$ cat config.mk
export PLATFORM = sky130hd
export DESIGN_NAME = muldiv_seq_flat
export DESIGN_NICKNAME = d
export VERILOG_FILES = /design/src/rtl/muldiv_seq_pkg.sv /design/src/rtl/muldiv_seq_if.sv /design/src/rtl/muldiv_seq_step.sv /design/src/rtl/muldiv_seq.sv /design/src/flat_wrapper.sv
export SDC_FILE = /design/constraint.sdc
export NUM_CORES = 1
export LEC_CHECK = 0
export CORE_MARGIN = 5
export CORE_UTILIZATION = 40
export DETAILED_ROUTE_END_ITERATION = 10
export PLACE_DENSITY = 0.59
export SLEW_MARGIN = 0
export SYNTH_ARGS = -nofsm -noshare
export SYNTH_HDL_FRONTEND = slang
export SYNTH_SLANG_ARGS = --single-unit
$ cat constraint.sdc
create_clock -name clk -period 7.5 [get_ports clk]
set_clock_uncertainty 0.05 [all_clocks]
set_input_delay 0.75 -clock clk [delete_from_list [all_inputs] [get_ports clk]]
set_output_delay 0.75 -clock clk [all_outputs]
set_load 0.02 [all_outputs]
$ cat src/rtl/muldiv_seq_pkg.sv
// Shared decode constants, op and FSM state types for the sequential multiply/divide unit.
package muldiv_seq_pkg;

  localparam logic [6:0] OPC_ARI_RTYPE = 7'b0110011;
  localparam logic       FNC7_MULDIV   = 1'b1;

  typedef enum logic [2:0] {
    FNC_MUL    = 3'b000,
    FNC_MULH   = 3'b001,
    FNC_MULHSU = 3'b010,
    FNC_MULHU  = 3'b011,
    FNC_DIV    = 3'b100,
    FNC_DIVU   = 3'b101,
    FNC_REM    = 3'b110,
    FNC_REMU   = 3'b111
  } muldiv_op_e;

  typedef enum logic [1:0] {
    MD_IDLE,
    MD_BUSY,
    MD_DONE
  } md_state_e;

  function automatic logic decode_muldiv(input logic [6:0] opcode, input logic funct7_m);
    return (opcode == OPC_ARI_RTYPE) && (funct7_m == FNC7_MULDIV);
  endfunction

endpackage

$ cat src/rtl/muldiv_seq_if.sv
// Operand/op request and result handshake bundle between the execute stage and muldiv_seq.
interface muldiv_seq_if #(
  parameter int XLEN = 32
);
  logic            in_valid;
  logic            in_ready;
  logic [6:0]      opcode;
  logic [2:0]      funct3;
  logic            funct7_m;
  logic [XLEN-1:0] rs1;
  logic [XLEN-1:0] rs2;
  logic            out_valid;
  logic            out_ready;
  logic [XLEN-1:0] result;

  modport master (
    output in_valid, opcode, funct3, funct7_m, rs1, rs2, out_ready,
    input  in_ready, out_valid, result
  );

  modport slave (
    input  in_valid, opcode, funct3, funct7_m, rs1, rs2, out_ready,
    output in_ready, out_valid, result
  );
endinterface

$ cat src/rtl/muldiv_seq_step.sv
// One radix-2 step: shift-add for multiply (LSB-first), restoring subtract for divide.
module muldiv_step #(
  parameter int XLEN = 32
) (
  input  logic            is_div,
  input  logic [XLEN-1:0] opb,
  input  logic [XLEN:0]   acc_hi,
  input  logic [XLEN-1:0] acc_lo,
  output logic [XLEN:0]   nxt_hi,
  output logic [XLEN-1:0] nxt_lo
);

  logic [XLEN:0]   sum;
  logic [XLEN:0]   shifted;
  logic [XLEN+1:0] diff;

  always_comb begin
    sum     = acc_hi + (acc_lo[0] ? {1'b0, opb} : '0);
    shifted = {acc_hi[XLEN-1:0], acc_lo[XLEN-1]};
    diff    = {1'b0, shifted} - {2'b00, opb};
    nxt_hi  = '0;
    nxt_lo  = '0;
    if (is_div) begin
      // Remainder stays below the divisor, so its top bit is always free for the shift.
      if (!diff[XLEN+1]) begin
        nxt_hi = diff[XLEN:0];
        nxt_lo = {acc_lo[XLEN-2:0], 1'b1};
      end else begin
        nxt_hi = shifted;
        nxt_lo = {acc_lo[XLEN-2:0], 1'b0};
      end
    end else begin
      nxt_hi = {1'b0, sum[XLEN:1]};
      nxt_lo = {sum[0], acc_lo[XLEN-1:1]};
    end
  end

endmodule

$ cat src/rtl/muldiv_seq.sv
// Iterative RV32M/RV64M multiply/divide unit, radix-2^BPC, valid/ready in and out, kill on flush.
// Optional: define MULDIV_ZERO_SKIP_EN to send multiplies with a zero operand down the fast path.
module muldiv_seq
  import muldiv_seq_pkg::*;
#(
  parameter int XLEN = 32,
  parameter int BPC  = 1
) (
  input  logic        clk,
  input  logic        reset,
  input  logic        kill,
  output logic        is_muldiv,
  output logic        busy,
  muldiv_seq_if.slave bus
);

  localparam int N  = XLEN / BPC;
  localparam int CW = $clog2(N);

  md_state_e       state, state_nx;
  muldiv_op_e      op, f3_op;
  logic [2:0]      op_bits;
  logic [XLEN:0]   acc_hi, nxt_hi;
  logic [XLEN-1:0] acc_lo, nxt_lo, opb;
  logic            neg_res;
  logic [CW-1:0]   cnt;
  logic [XLEN-1:0] result_q;

  logic            accept, last, fast, div_zero, div_ovf, zero_mul;
  logic            is_div_in, sgn1, sgn2, neg1, neg2, neg_in;
  logic [XLEN-1:0] mag1, mag2, fast_result, final_result, div_sel;
  logic [2*XLEN-1:0] prod, prod_fix;

  assign is_muldiv     = decode_muldiv(bus.opcode, bus.funct7_m);
  assign bus.in_ready  = (state == MD_IDLE) && !reset;
  assign bus.out_valid = (state == MD_DONE);
  assign bus.result    = result_q;
  assign busy          = (state != MD_IDLE);
  assign accept        = bus.in_valid && bus.in_ready && is_muldiv && !kill;
  assign last          = (state == MD_BUSY) && (cnt == CW'(N - 1));
  assign op_bits       = op;

  // Operand decode: magnitudes, result sign and special cases.
  always_comb begin
    f3_op     = muldiv_op_e'(bus.funct3);
    is_div_in = bus.funct3[2];
    sgn1      = (f3_op == FNC_MULH) || (f3_op == FNC_MULHSU) ||
                (f3_op == FNC_DIV)  || (f3_op == FNC_REM);
    sgn2      = (f3_op == FNC_MULH) || (f3_op == FNC_DIV) || (f3_op == FNC_REM);
    neg1      = sgn1 && bus.rs1[XLEN-1];
    neg2      = sgn2 && bus.rs2[XLEN-1];
    mag1      = neg1 ? -bus.rs1 : bus.rs1;
    mag2      = neg2 ? -bus.rs2 : bus.rs2;
    neg_in    = (is_div_in && bus.funct3[1]) ? neg1 : (neg1 ^ neg2);
    div_zero  = is_div_in && (bus.rs2 == '0);
    div_ovf   = ((f3_op == FNC_DIV) || (f3_op == FNC_REM)) &&
                (bus.rs1 == {1'b1, {(XLEN-1){1'b0}}}) && (bus.rs2 == '1);
`ifdef MULDIV_ZERO_SKIP_EN
    zero_mul  = !is_div_in && ((bus.rs1 == '0) || (bus.rs2 == '0));
`else
    zero_mul  = 1'b0;
`endif
    fast      = div_zero || div_ovf || zero_mul;
    if (div_zero)     fast_result = bus.funct3[1] ? bus.rs1 : '1;
    else if (div_ovf) fast_result = bus.funct3[1] ? '0 : bus.rs1;
    else              fast_result = '0;
  end

  for (genvar g = 0; g < BPC; g++) begin : g_step
    logic [XLEN:0]   stage_hi_in, stage_hi;
    logic [XLEN-1:0] stage_lo_in, stage_lo;
    if (g == 0) begin : g_first
      assign stage_hi_in = acc_hi;
      assign stage_lo_in = acc_lo;
    end else begin : g_next
      assign stage_hi_in = g_step[g-1].stage_hi;
      assign stage_lo_in = g_step[g-1].stage_lo;
    end
    muldiv_step #(.XLEN(XLEN)) u_step (
      .is_div (op_bits[2]),
      .opb    (opb),
      .acc_hi (stage_hi_in),
      .acc_lo (stage_lo_in),
      .nxt_hi (stage_hi),
      .nxt_lo (stage_lo)
    );
  end

  assign nxt_hi = g_step[BPC-1].stage_hi;
  assign nxt_lo = g_step[BPC-1].stage_lo;

  always_comb begin
    prod     = {nxt_hi[XLEN-1:0], nxt_lo};
    prod_fix = neg_res ? -prod : prod;
    div_sel  = op_bits[1] ? nxt_hi[XLEN-1:0] : nxt_lo;
    if (op_bits[2])          final_result = neg_res ? -div_sel : div_sel;
    else if (op == FNC_MUL)  final_result = prod_fix[XLEN-1:0];
    else                     final_result = prod_fix[2*XLEN-1:XLEN];
  end

  always_comb begin
    state_nx = state;
    unique case (state)
      MD_IDLE: if (accept)        state_nx = fast ? MD_DONE : MD_BUSY;
      MD_BUSY: if (last)          state_nx = MD_DONE;
      MD_DONE: if (bus.out_ready) state_nx = MD_IDLE;
      default:                    state_nx = MD_IDLE;
    endcase
    if (kill) state_nx = MD_IDLE;
  end

  always_ff @(posedge clk) begin
    if (reset) state <= MD_IDLE;
    else       state <= state_nx;
  end

  always_ff @(posedge clk) begin
    if (reset) begin
      acc_hi   <= '0;
      acc_lo   <= '0;
      opb      <= '0;
      op       <= FNC_MUL;
      neg_res  <= 1'b0;
      cnt      <= '0;
      result_q <= '0;
    end else if (accept) begin
      op      <= f3_op;
      neg_res <= neg_in;
      acc_hi  <= '0;
      acc_lo  <= is_div_in ? mag1 : mag2;
      opb     <= is_div_in ? mag2 : mag1;
      cnt     <= '0;
      if (fast) result_q <= fast_result;
    end else if ((state == MD_BUSY) && !kill) begin
      acc_hi <= nxt_hi;
      acc_lo <= nxt_lo;
      cnt    <= cnt + 1'b1;
      if (last) result_q <= final_result;
    end
  end

endmodule

$ cat src/flat_wrapper.sv
// flat-port wrapper written by rule: the top's interface ports become plain ports
module muldiv_seq_flat import muldiv_seq_pkg::*;
#(
  parameter int XLEN = 32,
  parameter int BPC  = 1
)
  (clk, reset, kill, is_muldiv, busy, bus_in_valid, bus_opcode, bus_funct3, bus_funct7_m, bus_rs1, bus_rs2, bus_out_ready, bus_in_ready, bus_out_valid, bus_result);
  muldiv_seq_if #(.XLEN(XLEN)) bus_i ();
  input  logic clk;
  input  logic reset;
  input  logic kill;
  output logic is_muldiv;
  output logic busy;
  input wire logic [$bits(bus_i.in_valid)-1:0] bus_in_valid;
  input wire logic [$bits(bus_i.opcode)-1:0] bus_opcode;
  input wire logic [$bits(bus_i.funct3)-1:0] bus_funct3;
  input wire logic [$bits(bus_i.funct7_m)-1:0] bus_funct7_m;
  input wire logic [$bits(bus_i.rs1)-1:0] bus_rs1;
  input wire logic [$bits(bus_i.rs2)-1:0] bus_rs2;
  input wire logic [$bits(bus_i.out_ready)-1:0] bus_out_ready;
  output wire logic [$bits(bus_i.in_ready)-1:0] bus_in_ready;
  output wire logic [$bits(bus_i.out_valid)-1:0] bus_out_valid;
  output wire logic [$bits(bus_i.result)-1:0] bus_result;
  assign bus_i.in_valid = bus_in_valid;
  assign bus_i.opcode = bus_opcode;
  assign bus_i.funct3 = bus_funct3;
  assign bus_i.funct7_m = bus_funct7_m;
  assign bus_i.rs1 = bus_rs1;
  assign bus_i.rs2 = bus_rs2;
  assign bus_i.out_ready = bus_out_ready;
  assign bus_in_ready = bus_i.in_ready;
  assign bus_out_valid = bus_i.out_valid;
  assign bus_result = bus_i.result;
  muldiv_seq #(.XLEN(XLEN), .BPC(BPC)) u_core (.clk(clk), .reset(reset), .kill(kill), .is_muldiv(is_muldiv), .busy(busy), .bus(bus_i));
endmodule
# Word level (Yosys, flattened, before mapping)
# Cells that the tools add are included.
[word_totals] register_bits=140 latch_bits=0 mem_bits_rw=0 rom_bits=0 inputBits=80 output_inout_bits=36 word_cells=92 mem_count=0
[op_classes] n_addsub=7 mul=0 div_mod_pow=0 magnitude_cmp=0 eq_ne=14 shifts=0 muxes=30 bitwise_logic=1 reduce_logical=32
[op_table] operator="$mux W32" count=20
[op_table] operator="$neg A32 Y32" count=3
[op_table] operator="$mux W33" count=2
[op_table] operator="$eq A32 B32 Y1 const B" count=2
[op_table] operator="$mux W64" count=1
[op_table] operator="$neg A64 Y64" count=1
[op_table] operator="$sub A33 B32 Y34" count=1
[op_table] operator="$add A33 B33 Y33" count=1
[op_table] operator="$logic_not A32 Y1" count=1
[op_table] operator="$logic_and A1 B1 Y1" count=13
[op_table] operator="$mux W2" count=4
[op_table] operator="$eq A7 B6 Y1 const B" count=1
[op_table] operator="$logic_or A1 B1 Y1" count=7
[op_table] operator="$eq A3 B3 Y1 const B" count=2
[op_table] operator="$pmux W2 S3" count=1
[op_table] operator="$reduce_and A3 Y1" count=2
[op_table] operator="$reduce_bool A2 Y1" count=3
[op_table] operator="$add A5 B1 Y5 const B" count=1
[op_table] operator="$eq A5 B5 Y1 const B" count=1
[op_table] operator="$ne A2 B1 Y1 const B" count=2
[op_table] operator="$ne A2 B2 Y1 const B" count=2
[op_table] operator="$reduce_or A2 Y1" count=2
[op_table] operator="$eq A3 B1 Y1 const B" count=1
[op_table] operator="$eq A3 B2 Y1 const B" count=1
[op_table] operator="7 further kinds" count=9

# Longest topological paths before layout
# Gate-level depths: netlist (run 1).
[logic_depth] word_depth=10 mapped_depth=22 depth_no_buf=20

# Modules after synthesis
# A second synthesis (run 1) with hierarchy kept.
[unflattened] cells_unflattened=2315 area_unflattened_um2=16360.7
[modules_own_cells] module="muldiv_seq" instances=1 cells_each=1635 area_each_um2=11742.5 seq_area_each_um2=2802.7
[modules_own_cells] module="muldiv_step" instances=1 cells_each=680 area_each_um2=4618.2 seq_area_each_um2=0.0

# Least setup slack after synthesis (run 1)
# OpenSTA, ideal clock, no wires.
[synth_path] path_kind="register -> register" start="reg u_core.opb[6]" end="reg u_core.result_q[30] (netlist: u_core.bus.result[30])" setup_time_ns=0.070 t_arrival_ns=5.128 required_ns=7.380 slack_ns=2.252 stages_incl_launch_ff=22 n_path_buf=1 synth_period_minus_slack_ns=5.248 path_cell_list="dfxtp_1 inv_1 ha_1 a21oi_2 o21ai_2 a221o_1 o21a_4 buf_2 o22ai_2 ha_1 o211ai_1 or3_1 or4_1 nor2_1 o211ai_1 nor3_1 nand2_1 or3_4 nor4_1 mux2i_1 or3_1 a21oi_1"
[synth_between] elab_chain_cells=10 elab_cells_between_ends=17 cone_classes="add/sub (4); mux (13)"
[synth_lines] element="from (decl)" line="muldiv_seq.sv:24" rtl="logic [XLEN-1:0] acc_lo, nxt_lo, opb;"
[synth_lines] element="from (signal assigned)" line="muldiv_seq.sv:131" rtl="opb <= is_div_in ? mag2 : mag1;"
[synth_lines] element="$sub A33 B32 Y34 / $mux W32 (equally long branches)" line="muldiv_seq_step.sv:20, muldiv_seq_step.sv:18"
[synth_lines] element="$mux W1, or another cell as far along" line="muldiv_seq_step.sv:25" rtl="if (!diff[XLEN+1]) begin"
[synth_lines] element="$mux W32 / $mux W33 (equally long branches)" line="muldiv_seq_step.sv:23" rtl="if (is_div) begin"
[synth_lines] element="$neg A64 Y64 / $mux W32 (equally long branches)" line="muldiv_seq.sv:94, muldiv_seq.sv:95"
[synth_lines] element="$mux W64 / $neg A32 Y32 (equally long branches)" line="muldiv_seq.sv:94, muldiv_seq.sv:96"
[synth_lines] element="$mux W32, on equally long branches" line="muldiv_seq.sv:97, muldiv_seq.sv:96"
[synth_lines] element="$mux W32 (*)" line="muldiv_seq.sv:96" rtl="if (op_bits[2]) final_result = neg_res ? -div_sel : div_sel;"
[synth_lines] element="$mux W32 (*)" line="muldiv_seq.sv:138" rtl="if (last) result_q <= final_result;"
[synth_lines] element="$mux W32 (*)" line="muldiv_seq.sv:134" rtl="end else if ((state == MD_BUSY) && !kill) begin"
[synth_lines] element="$mux W32 (*)" line="muldiv_seq.sv:126" rtl="end else if (accept) begin"
[synth_lines] element="to (signal assigned)" line="muldiv_seq.sv:133" rtl="if (fast) result_q <= fast_result;"
[synth_lines] element="to (signal assigned)" line="muldiv_seq.sv:138"
[synth_lines] element="to (decl)" line="muldiv_seq.sv:27" rtl="logic [XLEN-1:0] result_q;"
# Mark *: on every way between the ends. The rest lies on a longest branch, timed or not. The select of a mux whose other input is x is not followed.
# A chain may end at the register's enable or synchronous reset.

# Worst setup path in the final report (run 1)
[layout_path] start="reg u_core.opb[30]" end="reg u_core.result_q[14] (netlist: u_core.bus.result[14])"
[layout_between] elab_chain_cells=10 elab_cells_between_ends=15 cone_classes="add/sub (3); mux (12)"
[layout_lines] element="$sub A33 B32 Y34 (*)" line="muldiv_seq_step.sv:20" rtl="diff = {1'b0, shifted} - {2'b00, opb};"
[layout_lines] element="$mux W1 / $mux W33 (equally long branches)" line="muldiv_seq_step.sv:25"
[layout_lines] element="$mux W32 / $mux W33 (equally long branches)" line="muldiv_seq_step.sv:23"
[layout_lines] element="$neg A64 Y64 / $mux W32 (equally long branches)" line="muldiv_seq.sv:94, muldiv_seq.sv:95"
[layout_lines] element="$mux W64 / $neg A32 Y32 (equally long branches)" line="muldiv_seq.sv:94, muldiv_seq.sv:96"
[layout_lines] element="$mux W32, on equally long branches" line="muldiv_seq.sv:97, muldiv_seq.sv:96"
[layout_lines] element="$mux W32 (*)" line="muldiv_seq.sv:96"
[layout_lines] element="$mux W32 (*)" line="muldiv_seq.sv:138"
[layout_lines] element="$mux W32 (*)" line="muldiv_seq.sv:134"
[layout_lines] element="$mux W32 (*)" line="muldiv_seq.sv:126"
# Marks and branches as above.

==> results.py, run 1 <==
metrics = {
    "grt": {
        "grt_pass1_vias": 17630,
        "globalRouteTotalUtil": 0.3188,
        "grt_overflow": 0,
        "grt_start_max_net_pins": 91,
        "antenna_found_initial": 0,
        "grt_pass1_wl_mm": 114.9,
    },
    "detailed_routing": {
        "wl_per_cell_um": 25.82,
        "drt-total-wl_mm": 77.68,
        "dr.pass1.iters": 5,
        "drc": 0,
        "vias_per_cell": 6.414,
        "postRouteAntennaNets": 0,
        "vias": 19300,
        "initialDrtViolationCount": 2231,
    },
    "layout": {
        "fin_area_sq_mm": 0.01883,
        "utilization": 0.4488,
        "syn2layout_area_growth_pct": 11.20,
        "n_antenna_cell": 0,
        "layout.cells.non_filler": 3009,
        "layout-drive-gt1-share": 0.06032,
        "final_nets": 2610,
    },
    "setup_path": {
        "critPathBufInv": 3,
        "crit_start": "u_core.opb[30]",
        "crit_family": "compound AO/OA/AOI/OAI gates",
        "slowest_delay_ns": 0.82,
        "rrSetupSlack_ns": 1.22,
        "crit_chain": "inv_1 > ha_1 > a21o_1 > a211oi_1 > o21ai_1 > nor2_1 > buf_4 > buf_4 > a31oi_1 > a22o_1 > o21ai_0 > ha_1 > nand2_1 > o41ai_1 > nand4_1 > o21ai_0 > xor2_1 > a221oi_1 > a21o_1",
        "arrival_ns": 6.64,
        "slowest_stage": "o41ai_1",
        "end_kind": "flop",
        "r2r-end": "u_core.bus.result[14]",
        "reg2reg_depth": 19,
        "critPathKind": "flop to flop",
        "r2r_start": "u_core.opb[30]",
        "cp.required_ns": 7.86,
        "cp_num_cells": 19,
        "cp_max_fo": 13,
        "start_kind": "flop",
        "crit_end": "u_core.bus.result[14]",
    },
    "logic_synthesis": {
        "yosysTopAreaCell": "dfxtp_1",
        "syn_area_sq_mm": 0.01693,
        "synth.net_count": 2612,
        "syn_area_per_cell_sq_um": 6.885,
        "synth_compound_area_frac": 0.3165,
        "synth.top_cells.by_area": "dfxtp_1 (17%), a21oi_1 (7.2%), nand2_1 (6.7%), nor2_1 (5.4%), ha_1 (5.2%)",
        "synth_top_family_by_area": "compound AO/OA/AOI/OAI gates",
        "synthArstFlopShare": 0,
        "ys.flop_type": "dfxtp_1",
        "ys_warn_count": 0,
        "synth_common_cells": "nand2_1 (302), a21oi_1 (244), nor2_1 (244), o21ai_0 (157), dfxtp_1 (140)",
        "synth.most_common_cell": "nand2_1",
        "synthDominantCellAreaShare": 0.1655,
        "syn_inst": 2459,
        "ys_seq_area_frac": 0.1655,
        "yosys.area_share.simple": 0.2681,
        "synth.area.mux_share": 0.04153,
        "synth_cell_types": 106,
        "synthXorXnorAreaFrac": 0.08898,
        "synthAdderAreaFrac": 0.05484,
        "ys_seq_elements": 140,
        "synth_edf_count": 0,
    },
    "timing": {
        "final_max_slew_viol_count": 0,
        "hold_viol_final": 0,
        "setup_viol": 0,
        "fmax_mhz": 159.2,
        "fin_crit_sh": 0.8373,
        "finalCriticalPeriod_ns": 6.280,
        "setup_tns_ns": 0,
        "rsz0062_at_grt": "false",
        "slew_headroom": 0.07524,
        "worstMarginPinSlew_ns": 1.352,
    },
    "power": {
        "power.density_mw_per_mm2": 100.7,
        "irDropWorstVdd_mv": 0.1165,
        "p_leak_nw": 7.201,
    },
    "placement": {
        "dpl.hpwl_mm": 60.99,
        "io_buffers": 115,
        "place_congestion": 1.034,
        "dp_cells": 2977,
        "place_area_sq_mm": 0.01821,
    },
    "clock_network": {
        "clk_pin_slew_ns": 0.07,
        "cts_setup_buffers": 0,
        "clock_path_buffers": 2,
        "numCtsBuffers": 17,
        "cts_max_level": 4,
        "root_buffer": "clkbuf_16",
        "cts_tree": "yes",
        "cts_resized": 0,
        "cts_hold_buffers": 0,
        "clock_latency_ns": 0.47,
        "clock_sinks": 140,
    },
    "flow_run": {
        "max-cap-violations": 0,
    },
    "die": {
        "pin_count": 116,
        "core-area_sq_mm": 0.04195,
        "initial_core_util": 0.4036,
        "die_w_um": 215.7,
        "die_area_sq_mm": 0.04654,
        "core.rowCount": 75,
        "die_h_um": 215.7,
    },
    "min_path": {
        "hp-class": "flop to flop",
    },
    "run_status": {
        "run_status": "complete, no violations",
    },
}
[metrics by stage]
step / setup WS, ns / total power, mW / hold slack, ns
after floorplan: 2.252 / 0.8749 / 0.3903
after global placement: 1.526 / 0.9796 / 0.3820
after global routing: 1.009 / 1.947 / 0.4406
after detailed placement: 1.447 / 0.9809 / 0.3849
after CTS: 1.402 / 1.897 / 0.3942
final: 1.220 / 1.896 / 0.3899
[per-layer routing]
layer,GRT usage,share of wire
met5,0,0
met4,0.09644,0.033
met3,0.05269,0.089
met2,0.5113,0.45
met1,0.4406,0.43
[placed cells by master, fill, tap and decap left out, types with 76 or more instances in the layout]
cell type | Yosys | layout
nor3_1 | 76 | 76
a21oi_1 | 244 | 244
o211ai_1 | 78 | 78
nand2_1 | 302 | 302
xnor2_1 | 89 | 89
xor2_1 | 83 | 83
o21ai_0 | 157 | 157
dfxtp_1 | 140 | 137
clkdlybuf4s50_1 | 0 | 113
nor2_1 | 244 | 244
[sequential cells by signal (all words and copies together) (netlist names)]
name / cells
u_core.cnt: 5
u_core.opb: 32
u_core.state: 2
u_core.bus.result: 32
u_core.op: 3
u_core.acc_lo: 32
u_core.neg_res: 1
u_core.acc_hi: 33
[kinds of logic (layout without fill, tap and decap cells)]
family                   after synthesis  after routing
AND/OR/NAND/NOR                      941            941
AO/OA/AOI/OAI                        820            820
buffers and inverters                245            256
XOR/XNOR                             172            172
flip-flops                           140            140
adder cells (fa/ha/maj)               73             73
multiplexers                          68             68
[where the power goes]
group	internal (mW)	switching, mW	total, mW	leakage, nW
Combinational	0.0840	0.139	0.223	5.77
Clock	0.498	0.432	0.930	0.300
Sequential	0.742	0.000331	0.743	1.13
[how the worst min path moves through the flow]
stage                           from                    end  slack [ns]  cells past startpoint
6_report       u_core.bus.result[11]  u_core.bus.result[11]        0.39                      2
2_1_floorplan         u_core.opb[11]         u_core.opb[11]        0.39                      2
3_5_place_dp   u_core.bus.result[11]  u_core.bus.result[11]        0.38                      2
5_1_grt        u_core.bus.result[11]  u_core.bus.result[11]        0.44                      2
3_3_place_gp   u_core.bus.result[11]  u_core.bus.result[11]        0.38                      2
4_1_cts        u_core.bus.result[11]  u_core.bus.result[11]        0.39                      2
[layout make-up]
class,instances,area [sq um]
inverters,74,277.8
clock inverters,14,168.9
flip-flops and latches,140,2809
well taps,539,674.4
fillers,4399,23120
repair buffers,150,1406
clock buffers,18,450.4
multi-input cells,2074,13040
[worst min-delay path, cell delays in order, from the launching register on]
cell     delay (ns)
dfxtp_1        0.31
nand2_1        0.05
nand2_1        0.04
No activity file was read; power rests on OpenSTA's default activity.
==> inputs of run 2 (changes only) <==
--- a/config.mk
+++ b/config.mk
@@ -8,7 +8,7 @@
 export CORE_MARGIN = 5
 export CORE_UTILIZATION = 40
 export DETAILED_ROUTE_END_ITERATION = 10
-export PLACE_DENSITY = 0.59
+export PLACE_DENSITY = 0.61
 export SLEW_MARGIN = 0
 export SYNTH_ARGS = -nofsm -noshare
 export SYNTH_HDL_FRONTEND = slang
==> constraint.sdc (replaced) <==
create_clock -name clk -period 5.4 [get_ports clk]
set_clock_uncertainty 0.05 [all_clocks]
set_input_delay 0.54 -clock clk [delete_from_list [all_inputs] [get_ports clk]]
set_output_delay 0.54 -clock clk [all_outputs]
set_load 0.02 [all_outputs]
==> results.py, run 2 (synthesis gave the netlist of run 1 again) <==
metrics = {
    "layout": {
        "n_antenna_cell": 0,
        "fill_cells": 4319,
        "layout_commonest_cell": "nand2_1",
        "largest_register": "u_core.acc_hi",
        "final_nets": 2777,
        "final_cell_mix": "nand2_1 (300), a21oi_1 (244), nor2_1 (243), buf_4 (201), o21ai_0 (155)",
        "layout.cells.non_filler": 3176,
        "largest_register_ffs": 33,
        "layout-drive-gt1-share": 0.1251,
        "syn2layout_area_growth_pct": 19.25,
    },
    "power": {
        "p_int_mw": 1.882,
        "p_leak_nw": 8.072,
        "power.density_mw_per_mm2": 131.2,
        "switching_power_mw": 0.7678,
        "comb_power_share": 0.124,
        "seqPwrFrac": 0.390,
        "irDropWorstVdd_mv": 0.2386,
        "switching_share": 0.2898,
        "finalPower_mw": 2.649,
        "power_frac_clock": 0.487,
    },
    "setup_path": {
        "rrSetupSlack_ns": 0.21,
        "slowest_stage": "or4b_2",
        "cp.required_ns": 5.75,
        "start_kind": "flop",
        "critPathKind": "flop to flop",
        "crit_family": "simple AND/OR/NAND/NOR gates",
        "cp_max_fo": 6,
        "reg2reg_depth": 18,
        "arrival_ns": 5.53,
        "crit_chain": "inv_1 > ha_1 > nand4b_1 > or3_1 > o22ai_1 > nor2_2 > a21boi_1 > o21ai_1 > a21oi_1 > ha_1 > inv_1 > or4b_2 > o41ai_1 > nand4_1 > o21ai_0 > xor2_1 > nand2_1 > a41oi_1",
        "end_kind": "flop",
        "cp_num_cells": 18,
        "critPathBufInv": 2,
        "slowest_delay_ns": 0.62,
    },
    "detailed_routing": {
        "wl_per_cell_um": 25.76,
        "vias_per_cell": 6.437,
        "dr.pass1.iters": 7,
        "drt-total-wl_mm": 81.82,
        "drc": 0,
        "vias": 20440,
        "postRouteAntennaNets": 0,
        "initialDrtViolationCount": 2551,
    },
    "grt": {
        "grt_overflow": 0,
        "grt_pass1_wl_mm": 121.7,
        "grt_pass1_vias": 19140,
        "grt_start_max_net_pins": 92,
        "globalRouteTotalUtil": 0.3381,
        "antenna_found_initial": 1,
    },
    "placement": {
        "place_congestion": 1.033,
        "dpl.hpwl_mm": 64.88,
        "dp_cells": 3141,
        "io_buffers": 115,
    },
    "timing": {
        "slew_headroom": 0.2630,
        "final_max_slew_viol_count": 0,
        "finalCriticalPeriod_ns": 5.188,
        "fin_crit_sh": 0.9608,
        "fmax_mhz": 192.7,
        "worstMarginPinSlew_ns": 1.099,
        "setup_viol": 0,
        "hold_viol_final": 0,
        "rsz0062_at_grt": "true",
    },
    "min_path": {
        "hp-class": "flop to flop",
        "worstHoldPathCells": 2,
    },
    "run_status": {
        "run_status": "complete, no violations",
    },
    "die": {
        "core-area_sq_mm": 0.04195,
        "die_w_um": 215.7,
        "die_area_sq_mm": 0.04654,
        "initial_core_util": 0.4036,
        "die_h_um": 215.7,
        "pin_count": 116,
        "core.rowCount": 75,
    },
    "clock_network": {
        "clock_path_buffers": 2,
        "root_buffer": "clkbuf_16",
        "cts_max_level": 4,
        "clock_sinks": 140,
        "numCtsBuffers": 17,
        "clock_latency_ns": 0.48,
        "clk_pin_slew_ns": 0.07,
        "cts_tree": "yes",
    },
    "flow_run": {
        "max-cap-violations": 0,
    },
}
==> run 2: metal layers <==
| layer | track usage | part of all wire | up-vias |
|---|---|---|---|
| met5 | 0 | 0.00011 | - |
| met4 | 0.1423 | 0.048 | 2 |
| met3 | 0.06250 | 0.092 | 211 |
| met2 | 0.5289 | 0.44 | 1109 |
| met1 | 0.4580 | 0.42 | 9753 |
| li1 | - | - | 9368 |
==> run 2: timing repair <==
item / 4_1_cts / 5_1_grt
buffers inserted: 0 / 3
setup endpoints to repair: 1 / 17
gates resized for setup: 2 / 17
hold buffers: 0 / 0
pin swaps: 0 / 2
==> run 2: stage by stage <==
stage	utilization	hold slack (ns)	setup TNS, ns	instance area (sq um)	setup slack [ns]
2_1_floorplan	-	0.3903	0	16930	0.1522
3_3_place_gp	0.4640	0.3866	0	19460	0.1241
3_5_place_dp	0.4640	0.3885	-0.02211	19460	-0.02211
4_1_cts	0.4788	0.3978	0	20090	0.1169
5_1_grt	0.4813	0.4201	-0.04147	20190	-0.03998
6_report	0.4813	0.3952	0	20190	0.2119
==> run 2: worst paths after layout <==
check                   startpoint               endpoint
max                 u_core.opb[30]  u_core.bus.result[16]
min          u_core.bus.result[11]  u_core.bus.result[11]
max reg2reg         u_core.opb[30]  u_core.bus.result[16]
min reg2reg  u_core.bus.result[11]  u_core.bus.result[11]
==> run 2: worst reg2reg max path, delay by kind of cell (launching register included) <==
| kind | cells | cell delay [ns] |
|---|---|---|
| adder cells (fa/ha/maj) | 2 | 0.60 |
| buffers and inverters | 2 | 0.10 |
| flip-flops | 1 | 0.36 |
| AO/OA/AOI/OAI | 7 | 1.55 |
| XOR/XNOR | 1 | 0.42 |
| AND/OR/NAND/NOR | 6 | 2.03 |
==> run 2: power groups by stage <==
stage	combinational [mW]	clock (mW)	sequential, mW
after floorplan	0.159	0	1.06
after global placement	0.319	0	1.06
after detailed placement	0.322	0	1.06
after CTS	0.323	1.30	1.03
after global routing	0.348	1.34	1.03
final	0.328	1.29	1.03
==> run 2: area by class of cell <==
cell class / instances / area [sq um] / share of cell area
Clock buffer: 19 / 464.2 / 0.02299
Clock inverter: 13 / 152.6 / 0.007561
Inverter: 74 / 277.8 / 0.01376
Multi-Input combinational cell: 2074 / 13130 / 0.6501
Sequential cell: 140 / 2810 / 0.1392
Tap cell: 539 / 674.4 / 0.03340
Timing Repair Buffer: 317 / 2685 / 0.1330
